File: config.mk
export PLATFORM = sky130hd
export DESIGN_NAME = mem_bus_sched
export DESIGN_NICKNAME = d
export VERILOG_FILES = /design/src/rtl/c64_pkg.sv /design/src/rtl/phase_gen.sv /design/src/rtl/mem_bus_sched.sv
export SDC_FILE = /design/constraint.sdc
export NUM_CORES = 1
export LEC_CHECK = 0
export BUFFER_PORTS_ARGS = -buffer_cell sky130_fd_sc_hd__buf_2
export CAP_MARGIN = 30
export CORE_MARGIN = 2
export CORE_UTILIZATION = 27
export DETAILED_ROUTE_END_ITERATION = 8
export PLACE_DENSITY_LB_ADDON = 0.1
export SLEW_MARGIN = 25
export SYNTH_ARGS = -nofsm -noshare
export SYNTH_HDL_FRONTEND = slang
export SYNTH_SLANG_ARGS = --single-unit
File: constraint.sdc
create_clock -name clk -period 1.9 [get_ports clk]
set_input_delay 0.38 -clock clk [delete_from_list [all_inputs] [get_ports clk]]
set_output_delay 0.38 -clock clk [all_outputs]
set_load 0.02 [all_outputs]
File: src/rtl/c64_pkg.sv
// Shared encodings for the C64 main-RAM scheduler: slot-owner codes and DMA FSM states.
package c64_pkg;

    localparam logic [1:0] OWN_CPU = 2'd0;
    localparam logic [1:0] OWN_VIC = 2'd1;
    localparam logic [1:0] OWN_DMA = 2'd2;

    typedef enum logic [1:0] {
        DMA_IDLE  = 2'd0,
        DMA_GRANT = 2'd1,
        DMA_ACK   = 2'd2
    } dma_st_t;

endpackage

File: src/rtl/phase_gen.sv
// 1 MHz two-phase enable generator: free-running 0..DIV-1 counter, ph1 at 0, ph2 at PH2_OFS.
// Enables are combinational from the counter and held low while reset is asserted.
module phase_gen #(
    parameter int DIV     = 8,
    parameter int PH2_OFS = 4,
    parameter int CW      = $clog2(DIV)
) (
    input  logic clk,
    input  logic rst,
    output logic ph1_en_o,
    output logic ph2_en_o,
    output logic slot_end_o
);

    localparam logic [CW-1:0] CNT_LAST = CW'(DIV - 1);
    localparam logic [CW-1:0] CNT_PH2  = CW'(PH2_OFS);

    logic [CW-1:0] cnt_q;
    logic [CW-1:0] cnt_d;

    always_comb begin
        cnt_d = (cnt_q == CNT_LAST) ? '0 : cnt_q + 1'b1;
    end

    always_ff @(posedge clk) begin
        if (rst) begin
            cnt_q <= '0;
        end else begin
            cnt_q <= cnt_d;
        end
    end

    assign ph1_en_o   = ~rst & (cnt_q == '0);
    assign ph2_en_o   = ~rst & (cnt_q == CNT_PH2);
    // Last cycle of the 1 MHz period: the owner for the next slot is decided here.
    assign slot_end_o = ~rst & (cnt_q == CNT_LAST);

endmodule

File: src/rtl/mem_bus_sched.sv
// Main-RAM phase-1 slot arbiter (VIC > DMA > CPU, DMA alternating with CPU) plus RAM port mux.
// DMA access happens in the cnt==0 slot and is acknowledged in the following cycle.
module mem_bus_sched
    import c64_pkg::*;
#(
    parameter int DIV     = 8,
    parameter int PH2_OFS = 4
) (
    input  logic        clk,
    input  logic        rst,
    output logic        o_ph1_en,
    output logic        o_ph2_en,
    input  logic        i_vic_bm,
    input  logic        i_vic_ba,
    output logic        o_cpu_rdy,
    input  logic [15:0] i_cpu_addr,
    input  logic        i_cpu_we,
    input  logic [7:0]  i_cpu_do,
    input  logic        i_cpu_ram_cs,
    input  logic [15:0] i_vic_addr,
    input  logic        i_dma_req,
    input  logic        i_dma_we,
    input  logic [15:0] i_dma_addr,
    input  logic [7:0]  i_dma_wdata,
    output logic        o_dma_ack,
    output logic [7:0]  o_dma_rdata,
    output logic [15:0] o_ram_addr,
    output logic        o_ram_we,
    output logic        o_ram_cs,
    output logic [7:0]  o_ram_di,
    input  logic [7:0]  i_ram_do,
    output logic [1:0]  o_owner
);

    logic       slot_end;
    logic [1:0] owner_q, owner_d;
    logic       last_dma_q, last_dma_d;
    logic       grant_dma;
    dma_st_t    st_q;
    logic       ack_q;
    logic [7:0] rdata_q;
    logic       we_sel;

    phase_gen #(
        .DIV     (DIV),
        .PH2_OFS (PH2_OFS)
    ) u_phase_gen (
        .clk        (clk),
        .rst        (rst),
        .ph1_en_o   (o_ph1_en),
        .ph2_en_o   (o_ph2_en),
        .slot_end_o (slot_end)
    );

    assign grant_dma = i_vic_bm & i_dma_req & ~last_dma_q;

    // A VIC slot leaves last_dma alone so a pending DMA keeps its turn.
    always_comb begin
        owner_d    = owner_q;
        last_dma_d = last_dma_q;
        if (slot_end) begin
            if (!i_vic_bm) begin
                owner_d = OWN_VIC;
            end else if (grant_dma) begin
                owner_d    = OWN_DMA;
                last_dma_d = 1'b1;
            end else begin
                owner_d    = OWN_CPU;
                last_dma_d = 1'b0;
            end
        end
    end

    always_ff @(posedge clk) begin
        if (rst) begin
            owner_q    <= OWN_CPU;
            last_dma_q <= 1'b0;
            st_q       <= DMA_IDLE;
            ack_q      <= 1'b0;
            rdata_q    <= 8'h00;
        end else begin
            owner_q    <= owner_d;
            last_dma_q <= last_dma_d;
            ack_q      <= 1'b0;
            case (st_q)
                DMA_IDLE: begin
                    if (slot_end && grant_dma) begin
                        st_q <= DMA_GRANT;
                    end
                end
                DMA_GRANT: begin
                    st_q    <= DMA_ACK;
                    ack_q   <= 1'b1;
                    rdata_q <= i_ram_do;
                end
                DMA_ACK: begin
                    st_q <= DMA_IDLE;
                end
                default: begin
                    st_q <= DMA_IDLE;
                end
            endcase
        end
    end

    always_comb begin
        o_ram_addr = i_cpu_addr;
        o_ram_cs   = i_cpu_ram_cs;
        o_ram_di   = i_cpu_do;
        we_sel     = i_cpu_we & i_cpu_ram_cs;
        case (owner_q)
            OWN_VIC: begin
                o_ram_addr = i_vic_addr;
                o_ram_cs   = 1'b1;
                we_sel     = 1'b0;
            end
            OWN_DMA: begin
                o_ram_addr = i_dma_addr;
                o_ram_cs   = 1'b1;
                o_ram_di   = i_dma_wdata;
                we_sel     = i_dma_we;
            end
            default: begin
            end
        endcase
    end

    assign o_ram_we    = we_sel & o_ph1_en;
    assign o_cpu_rdy   = o_ph1_en & i_vic_ba & (owner_q == OWN_CPU);
    assign o_owner     = owner_q;
    assign o_dma_ack   = ack_q;
    assign o_dma_rdata = rdata_q;

endmodule
==> results of run 1 <==
[flip-flops by register name, summed over array words and instances (netlist names)]
| name | flops |
|---|---|
| o_dma_ack | 1 |
| last_dma_q | 1 |
| u_phase_gen.cnt_q | 3 |
| o_owner | 2 |
| st_q | 2 |
| o_dma_rdata | 8 |
[cells by family after synthesis]
group	after synthesis	share of synthesized area [%]
adder cells (fa/ha/maj)	7	7.551
multiplexers	8	7.767
flip-flops	17	29.34
AO/OA/AOI/OAI	44	23.30
buffers and inverters	17	9.924
AND/OR/NAND/NOR	52	22.12
[stage by stage]
step	setup slack [ps]	instance area [um^2]	hold slack, ps	setup TNS [ps]
final	19.16	2073	372.7	0
after global routing	-32.70	2073	377.6	-179.9
after CTS	-13.70	1907	365.9	-80.84
after detailed placement	-37.69	1768	432.9	-201.1
after global placement	-42.75	1768	426.1	-328.4
after floorplan	-38.47	1182	412.1	-313.6
[final timing paths]
path / startpoint / to / slack (ps) / depth (start not counted)
setup / recovery: o_owner[1] / o_ram_addr[7] / 20 / 6
hold / removal: i_ram_do[2] / o_dma_rdata[2] / 370 / 3
setup reg to reg: u_phase_gen.cnt_q[0] / st_q[0] / 670 / 4
hold reg to reg: st_q[1] / st_q[0] / 440 / 1
[metal layers]
| layer | global-route usage, % | vias up | part of all wire (%) |
|---|---|---|---|
| met5 | 0 | - | 0 |
| met4 | 2.614 | 0 | 0.31 |
| met3 | 2.180 | 2 | 5.9 |
| met2 | 26.71 | 54 | 51 |
| met1 | 18.13 | 652 | 42 |
| li1 | - | 744 | - |
[cell type report]
class	instances	area (um^2)
Clock buffer	4	45.04
Tap cell	50	62.56
Sequential cell	17	347.8
Fill cell	391	1984
Timing Repair Buffer	127	760.7
Multi-Input combinational cell	111	837.1
Inverter	4	20.02
[critical path, delay by kind of cell (launching register included)]
family	cells	cell delay (ps)
AOI/OAI and AO/OA	1	110
DFF	1	370
and+or+nand+nor	1	50
adders and majority gates	1	340
buffers and inverters	3	390
[where the power goes]
group | leakage (nW) | switching (mW) | total, mW | internal [mW]
sequential | 0.139 | 0.00451 | 0.364 | 0.360
combinational | 0.824 | 0.124 | 0.261 | 0.137
clock | 0.0228 | 0.108 | 0.256 | 0.148
total | 0.986 | 0.236 | 0.881 | 0.645
[synthesized netlist by cell type]
| cell | number |
|---|---|
| nand4b_2 | 1 |
| a22oi_2 | 2 |
| nor4_1 | 1 |
| nor3_1 | 1 |
| buf_2 | 5 |
| inv_1 | 4 |
| and3_1 | 1 |
| buf_6 | 4 |
| nand3_1 | 1 |
| a21oi_1 | 26 |
| nand2b_1 | 1 |
| nor3b_4 | 1 |
| o21ai_0 | 2 |
| dfxtp_1 | 17 |
| or2_2 | 1 |
| nand2b_2 | 1 |
| nor2b_1 | 1 |
| mux2_2 | 8 |
| nand2_1 | 19 |
| nor2_1 | 19 |
| and2_1 | 1 |
| buf_4 | 4 |
| and3b_1 | 1 |
| nor3b_1 | 2 |
| ha_1 | 7 |
| a22oi_1 | 14 |
[repair_timing]
item / 4_1_cts / 5_1_grt
gates cloned: 1 / 1
setup buffers: 1 / 3
endpoints found under the setup margin: 26 / 25
pin swaps: 0 / 1
gates resized for setup: 17 / 37
==> impl_results.md, run 1 <==
* Initial antenna violation count at 0
* Num CTS Buffers at 3
* Hold Path Class: in -> reg
* Leakage power at 0.9856 nW
* Die Height at 69.54 um
* Vias in the first global route at 1315
* Hold Vio Cnt, Final at 0
* First-pass GRT wire length at 6078 um
* Power density over cell area at 425.1 nW/um^2
* Synth Cell Area at 1160 um^2
* CTS root buffer: clkbuf_8
* Initial Utilization at 28.58%
* CP max stage delay at 370 ps
* Drt pass-1 iters at 4
* Most frequent cells in the layout: 103 x buf_2, 19 x nand2_1, 17 x buf_4
* Routed WL at 3826 um
* Req. time, crit path at 1520 ps
* Via density at 4.639
* Placed Instances at 303
* Post-synth net total at 232
* Register area share after synthesis at 29.34%
* Endpoints failing setup at 0
* Top cells by area, synth: dfxtp_1 29%, a21oi_1 11%, a22oi_1 9.1%
* Layout Nets at 351
* Clk_lat worst skew at 240 ps
* Initial drt markers at 57
* CTS tree: yes
* Final Cycle Share at 98.99%
* RSZ-0062 raised after global routing: yes
* Max Slew Vio Count at 0
* Num ports at 120
* # rows at 23
* WS Path Type: reg -> out
* CTS H-Tree Depth at 1
* CTS Hold Buffers Added at 0
* Commonest non-fill, non-tap cell in the layout: buf_2
* Wire length per cell at 12.22 um
* Area share of the leading cell type in the synthesized netlist at 29.34%
* Buffers on Ports at 119
* Drc violations at 0
* Cells after synthesis at 145
* Total of max-cap violations at 0
* Clock buffer depth at 2
* CP Capture Type: primary output
* DP Wirelength at 2833 um
* Final min period at 1881 ps
* Layout cells sized above 1 at 66.16%
* Reg clk slew, reported paths at 60 ps
* #FFs+latches synth at 17
* Largest net degree at the start of global routing at 18
* Max Fclk at 531.7 MHz
* Final design utilization at 51.09%
* Core footprint at 4058 um^2
* Pwr Total at 0.8814 mW
* Area delta synth->final at 78.75%
* Worst path cell trace: inv_4, ha_4, clkbuf_16, nor2_1, a21oi_1, buf_4
* Status: finished, final reports clean
* Mapped Avg Cell Area at 7.999 um^2
* Crit-path max FO at 8
* Placer congestion estimate at 0.7672
* CP max-delay cell: dfxtp_4
* Vias post-DR at 1452
* Die width at 69.54 um
* Diodes inserted at 0
* Clock skew at 0.6365 ps
* Worst EP arrival at 1500 ps
* Slew @ Worst Pin at 526.8 ps
* Congestion Overflow GR at 0
* Clock sink total at 17
* Largest area contributor in the netlist: dfxtp_1
* Worst setup SP type: flip-flop
* Overall global routing resource usage at 14.59%
* Die area at 4836 um^2
* Yosys synthesis warning count at 0
* Non-Filler Instances at 313
* VDD IR-drop max at 0.5172 mV
* Max_slew headroom at 64.81%
* Synth unique cells at 26
* Routed Antenna Nets at 0
Power figures use the tool's default switching activity.
==> run 2: changes to the inputs <==
==> constraint.sdc (replaced) <==
create_clock -name clk -period 2 [get_ports clk]
set_input_delay 0.4 -clock clk [delete_from_list [all_inputs] [get_ports clk]]
set_output_delay 0.4 -clock clk [all_outputs]
set_load 0.1 [all_outputs]
==> run 2 against run 1 <==
  * Clock power down 3%
  * Sequential share of layout area is 3.5 points lower
  * Core utilization grew 13 points
  * Largest cell class is now buffers
  * Largest power group is now combinational logic
  * Highest routed layer unchanged
==> impl_results.md, run 2 (same netlist as run 1, synthesis figures left out) <==
* Status: finished, final reports clean
* Die area at 4836 um^2 (unchanged)
* Leakage power at 1.158 nW (+18%)
* Crit-path max FO at 11 (+3)
* Worst reg2reg path depth at 4 (unchanged)
* Drt pass-1 iters at 6 (+2)
* Worst EP arrival at 1580 ps (+80 ps)
* Power density over cell area at 455.8 nW/um^2 (+7.2%)
* Metal-1 WL at 1671 um (+3.0%)
* Most frequent cells in the layout: 90 x buf_2, 23 x buf_12, 21 x buf_4
* R2R Setup Slk at 750 ps (+80 ps)
* Uppermost layer routed: met4
* Core footprint at 4058 um^2 (unchanged)
* Non-Filler Instances at 321 (+2.6%)
* Final Cycle Share at 99.14%
* Total of max-cap violations at 0 (unchanged)
* RSZ-0062 raised after global routing: yes
* Multi-input gate area at 1061 um^2 (+27%)
* Clock skew at 2.258 ps (+1.621 ps)
* Drc violations at 0 (unchanged)
* Num CTS Buffers at 3 (unchanged)
* Vias in the first global route at 1416 (+7.7%)
* Die Height at 69.54 um (unchanged)
* WS Path Type: reg -> out
* DP Area at 2399 um^2 (+36%)
* Placer congestion estimate at 0.7525 (-1.9%)
* DR WL met2 at 2130 um (+8.4%)
* Pwr Total at 1.194 mW (+35%)
* Max reg flops at 8 (unchanged)
* Via density at 4.558 (-1.8%)
* Die width at 69.54 um (unchanged)
* Routed WL at 4081 um (+6.7%)
* Register area at 347.8 um^2 (unchanged)
* Diodes inserted at 0 (unchanged)
* Cell area after layout at 2620 um^2 (+26%)
* Commonest non-fill, non-tap cell in the layout: buf_2
* Initial antenna violation count at 0 (unchanged)
* Fill cells at 340 (-13%)
* Layout cells sized above 1 at 71.96% (+5.8 points)
* CTS H-Tree Depth at 1 (unchanged)
* Hold Vio Cnt, Final at 0 (unchanged)
* Congestion Overflow GR at 0 (unchanged)
* CTS tree: yes
* Endpoints failing setup at 0 (unchanged)
* Max_slew headroom at 62.85% (-2.0 points)
* Clock sink total at 17 (unchanged)
* Placed Instances at 305 (+0.66%)
* Clock buffer depth at 2 (unchanged)
* First-pass GRT wire length at 6499 um (+6.9%)
* Initial Utilization at 28.58% (unchanged)
* Wire length per cell at 12.71 um (+4.0%)
* Reg2reg end: st_q[0]
* CTS root buffer: clkbuf_8
* Overall global routing resource usage at 16.21% (+1.6 points)
* Worst setup SP type: flip-flop
* Buffers on Ports at 119 (unchanged)
* VDD IR-drop max at 0.3959 mV (-23%)
* DR WL met3 at 230 um (+1.3%)
* Hold EP: o_dma_rdata[6]
* Worst reg2reg path startpoint: u_phase_gen.cnt_q[0]
* Final min period at 1983 ps
* Routed Antenna Nets at 0 (unchanged)
* Reg clk slew, reported paths at 60 ps (about the same)
* Area delta synth->final at 125.9%
* Clk_lat worst skew at 250 ps (about the same)
* Vias post-DR at 1463 (+0.76%)
* Slew @ Worst Pin at 556.1 ps (+29.35 ps)
* Fin Setup TNS at 0 ps (unchanged)
* DP Wirelength at 3255 um (+15%)
* # rows at 23 (unchanged)
* Hold_sp: i_ram_do[6]
* CP Capture Type: primary output
* Max Slew Vio Count at 0 (unchanged)
* Initial drt markers at 35 (-39%)
* Max Fclk at 504.3 MHz
* Req. time, crit path at 1600 ps (+80 ps)
* Layout Nets at 359 (+2.3%)
* Hold Crit Depth at 3 (unchanged)
* Largest net degree at the start of global routing at 19 (+1)
* Num ports at 120 (unchanged)
* Hold Path Class: in -> reg
==> run 2: timing repair <==
item	4_1_cts	5_1_grt
pin swaps	1	2
gates resized for setup	17	6
endpoints found under the hold margin	0	0
cloned	0	0
hold buffers	0	0
setup buffers	11	1
setup endpoints to repair	25	23
==> run 2: stage by stage <==
stage          util [%]  setup slack [ps]  hold slack (ps)
2_1_floorplan         -            -326.5            412.1
6_report          64.57             17.19            385.2
3_3_place_gp      59.11            -29.69            422.8
3_5_place_dp      59.11            -53.55            431.7
5_1_grt           64.57            -27.53            389.8
4_1_cts           63.68           -0.1046            379.3
==> run 2: how the worst max path moves through the flow <==
stage,from,to,slack (ps),cells after the start
3_3_place_gp,o_owner[1],o_ram_addr[11],-30,5
2_1_floorplan,rst,o_cpu_rdy,-330,3
3_5_place_dp,o_owner[0],o_ram_addr[11],-50,5
5_1_grt,o_owner[0],o_ram_addr[9],-30,5
4_1_cts,o_owner[1],o_ram_addr[10],-0.1,6
6_report,o_owner[0],o_ram_addr[11],20,6
==> run 2: area by class of cell <==
type | count | share of cell area (%)
clock buffer | 4 | 1.719
inverter | 4 | 0.7641
multi-input combinational | 111 | 40.50
sequential | 17 | 13.28
tap | 50 | 2.388
timing repair buffer | 135 | 41.36
==> run 2: worst max-delay path, cell delays in order (launching register included) <==
cell,delay (ps)
dfxtp_4,360
inv_4,50
ha_4,290
buf_12,170
buf_4,140
a21oi_4,130
buf_12,190
==> run 2: power breakdown <==
group	internal [mW]	switching (mW)	total, mW
Sequential	0.342	0.00414	0.346
Combinational	0.229	0.370	0.599
Clock	0.141	0.108	0.249
Total	0.712	0.482	1.19
==> run 2: metal layers <==
metal / GRT usage (%) / vias to the layer above
met5: 0 / -
met4: 5.229 / 0
met3: 2.180 / 5
met2: 30.02 / 54
met1: 19.05 / 650
li1: - / 754
==> run 3: changes to the inputs <==
PLACE_DENSITY_LB_ADDON = default   (was 0.1)
==> run 3 against run 2 <==
  * Critical path depth is the same
  * Combinational power is essentially flat
  * Count of clock-buffer cells in the layout did not move
  * Sequential power hardly changed
  * Clock power down 2%
  * Total power shrank 0.52%
  * Clock skew shrank 1.5 ps
  * Critical endpoint is now o_ram_addr[1]
==> impl_results.md, run 3 (same netlist as run 1, synthesis figures left out) <==
* DP Wirelength at 3265 um (+0.30%)
* Routed Antenna Nets at 0 (unchanged)
* Status: finished, final reports clean
* Leakage power at 1.159 nW (about the same)
* Final worst setup slack at 4.792 ps (-12.39 ps)
* First-pass GRT wire length at 6575 um (+1.2%)
* Routing usage on met1 at 19.96% (+0.92 points)
* R2R Setup Slk at 790 ps (+40 ps)
* CP max-delay cell: dfxtp_4
* Hold Vio Cnt, Final at 0 (unchanged)
* Power density over cell area at 453.4 nW/um^2 (-0.52%)
* Crit-path max FO at 8 (-3)
* Req. time, crit path at 1600 ps (about the same)
* Reg2reg end: st_q[0]
* RSZ-0062 raised after global routing: yes
* Initial Utilization at 28.58% (unchanged)
* Final Cycle Share at 99.76% (+0.62 points)
* Num ports at 120 (unchanged)
* Congestion Overflow GR at 0 (unchanged)
* Clk_lat worst skew at 240 ps (about the same)
* Routed WL at 4131 um (+1.2%)
* Met2 usage at 30.24% (+0.21 points)
* Commonest non-fill, non-tap cell in the layout: buf_2
* Register area at 347.8 um^2 (unchanged)
* Hold EP: o_dma_rdata[3]
* Via density at 4.622 (+1.4%)
* Clock buffer depth at 2 (unchanged)
* Max Slew Vio Count at 0 (unchanged)
* Overall global routing resource usage at 16.25% (+0.040 points)
* Multi-input gate area at 1046 um^2 (-1.4%)
* Worst path cell trace: inv_4, ha_4, clkbuf_16, nor2_4, a21oi_4, buf_12
* Core footprint at 4058 um^2 (unchanged)
* Non-Filler Instances at 320 (-0.31%)
* Endpoints failing setup at 0 (unchanged)
* Worst reg2reg path startpoint: u_phase_gen.cnt_q[0]
* Drt pass-1 iters at 4 (-2)
* Drc violations at 0 (unchanged)
* Total of max-cap violations at 0 (unchanged)
* Final design utilization at 64.57% (unchanged)
* GRT busiest layer: met2
* Hold Path Class: in -> reg
* Initial drt markers at 41 (+17%)
* Num CTS Buffers at 3 (unchanged)
* Max Fclk at 501.2 MHz (-0.62%)
* Die width at 69.54 um (unchanged)
* Layout cells sized above 1 at 70.74% (-1.2 points)
* Slew @ Worst Pin at 543.0 ps (-13.08 ps)
* Routing usage on met3 at 1.890% (-0.29 points)
* CTS Hold Buffers Added at 0 (unchanged)
* CTS H-Tree Depth at 1 (unchanged)
* CP max stage delay at 380 ps (+20 ps)
* Die area at 4836 um^2 (unchanged)
* Reg clk slew, reported paths at 60 ps (about the same)
* Pwr Total at 1.188 mW (-0.52%)
* Diodes inserted at 0 (unchanged)
* Crit. Startpoint: o_owner[1]
* Area delta synth->final at 125.9% (unchanged)
* Worst setup SP type: flip-flop
* Hold Crit Depth at 3 (unchanged)
* Fill cells at 349 (+2.6%)
* Clock skew at 0.7824 ps (-1.476 ps)
* CP Capture Type: primary output
* Layout Nets at 358 (-0.28%)
* Wire length per cell at 12.91 um (+1.5%)
* Post-place setup slack at -73.14 ps (-19.60 ps)
* Fin Setup TNS at 0 ps (unchanged)
* CTS root buffer: clkbuf_8
* # rows at 23 (unchanged)
* Vias in the first global route at 1420 (+0.28%)
* Initial antenna violation count at 0 (unchanged)
* Clock sink total at 17 (unchanged)
* Buffers on Ports at 119 (unchanged)
* Most frequent cells in the layout: 90 x buf_2, 24 x buf_12, 19 x nand2_1, 19 x buf_4, 16 x a21oi_4
* Placed Instances at 304 (-0.33%)
* CTS tree: yes
* Max_slew headroom at 63.72% (+0.87 points)
* Largest net degree at the start of global routing at 19 (unchanged)
* VDD IR-drop max at 0.4254 mV (+7.5%)
* Max reg flops at 8 (unchanged)
* Worst reg2reg path depth at 4 (unchanged)
* Vias post-DR at 1479 (+1.1%)
* Die Height at 69.54 um (unchanged)
* Worst EP arrival at 1600 ps (+20 ps)
* Hold_sp: i_ram_do[3]
* Final min period at 1995 ps (+12.39 ps)
* Placer congestion estimate at 0.7859 (+4.4%)
* WS Path Type: reg -> out
[run 3: per-layer routing]
layer	share of wire [%]	vias up
li1	-	759
met1	41	658
met2	52	60
met3	6.2	2
met4	0.39	0
met5	0	-
[run 3: what timing repair did]
item	in CTS	in global routing
setup buffers	11	0
endpoints found under the setup margin	25	19
cloned	0	1
gates resized for setup	13	4
pin swaps	1	4
[run 3: how the worst max path moves through the flow]
stage,to,slack (ps),depth (start not counted)
after CTS,o_ram_di[4],2,4
after global placement,o_ram_addr[3],-9,5
after floorplan,o_cpu_rdy,-330,3
after detailed placement,o_ram_addr[6],-70,5
after global routing,o_ram_addr[6],-50,6
final,o_ram_addr[1],5,6
[run 3: power breakdown]
| group | switching (mW) | internal (mW) |
|---|---|---|
| Clock | 0.103 | 0.141 |
| Sequential | 0.00427 | 0.342 |
| Combinational | 0.371 | 0.227 |
| Total | 0.478 | 0.710 |
[run 3: cell type report]
class | instances | area share [%]
tap | 50 | 2.388
sequential | 17 | 13.28
multi-input combinational | 111 | 39.92
clock buffer | 4 | 1.719
inverter | 4 | 0.7641
timing repair buffer | 134 | 41.93
[run 3: worst max-delay path: cells and delay by family (launching register included)]
| kind | cells | cell delay [ps] |
|---|---|---|
| compound gates | 1 | 130 |
| fa+ha+maj | 1 | 340 |
| simple gates | 1 | 50 |
| flops | 1 | 380 |
| buf+inv | 3 | 450 |
[run 3: stage by stage]
stage,area [um^2],hold slack (ps)
after global routing,2620,397.9
after floorplan,1523,412.1
after global placement,2391,423.4
after detailed placement,2391,431.6
after CTS,2579,387.9
final,2620,388.7
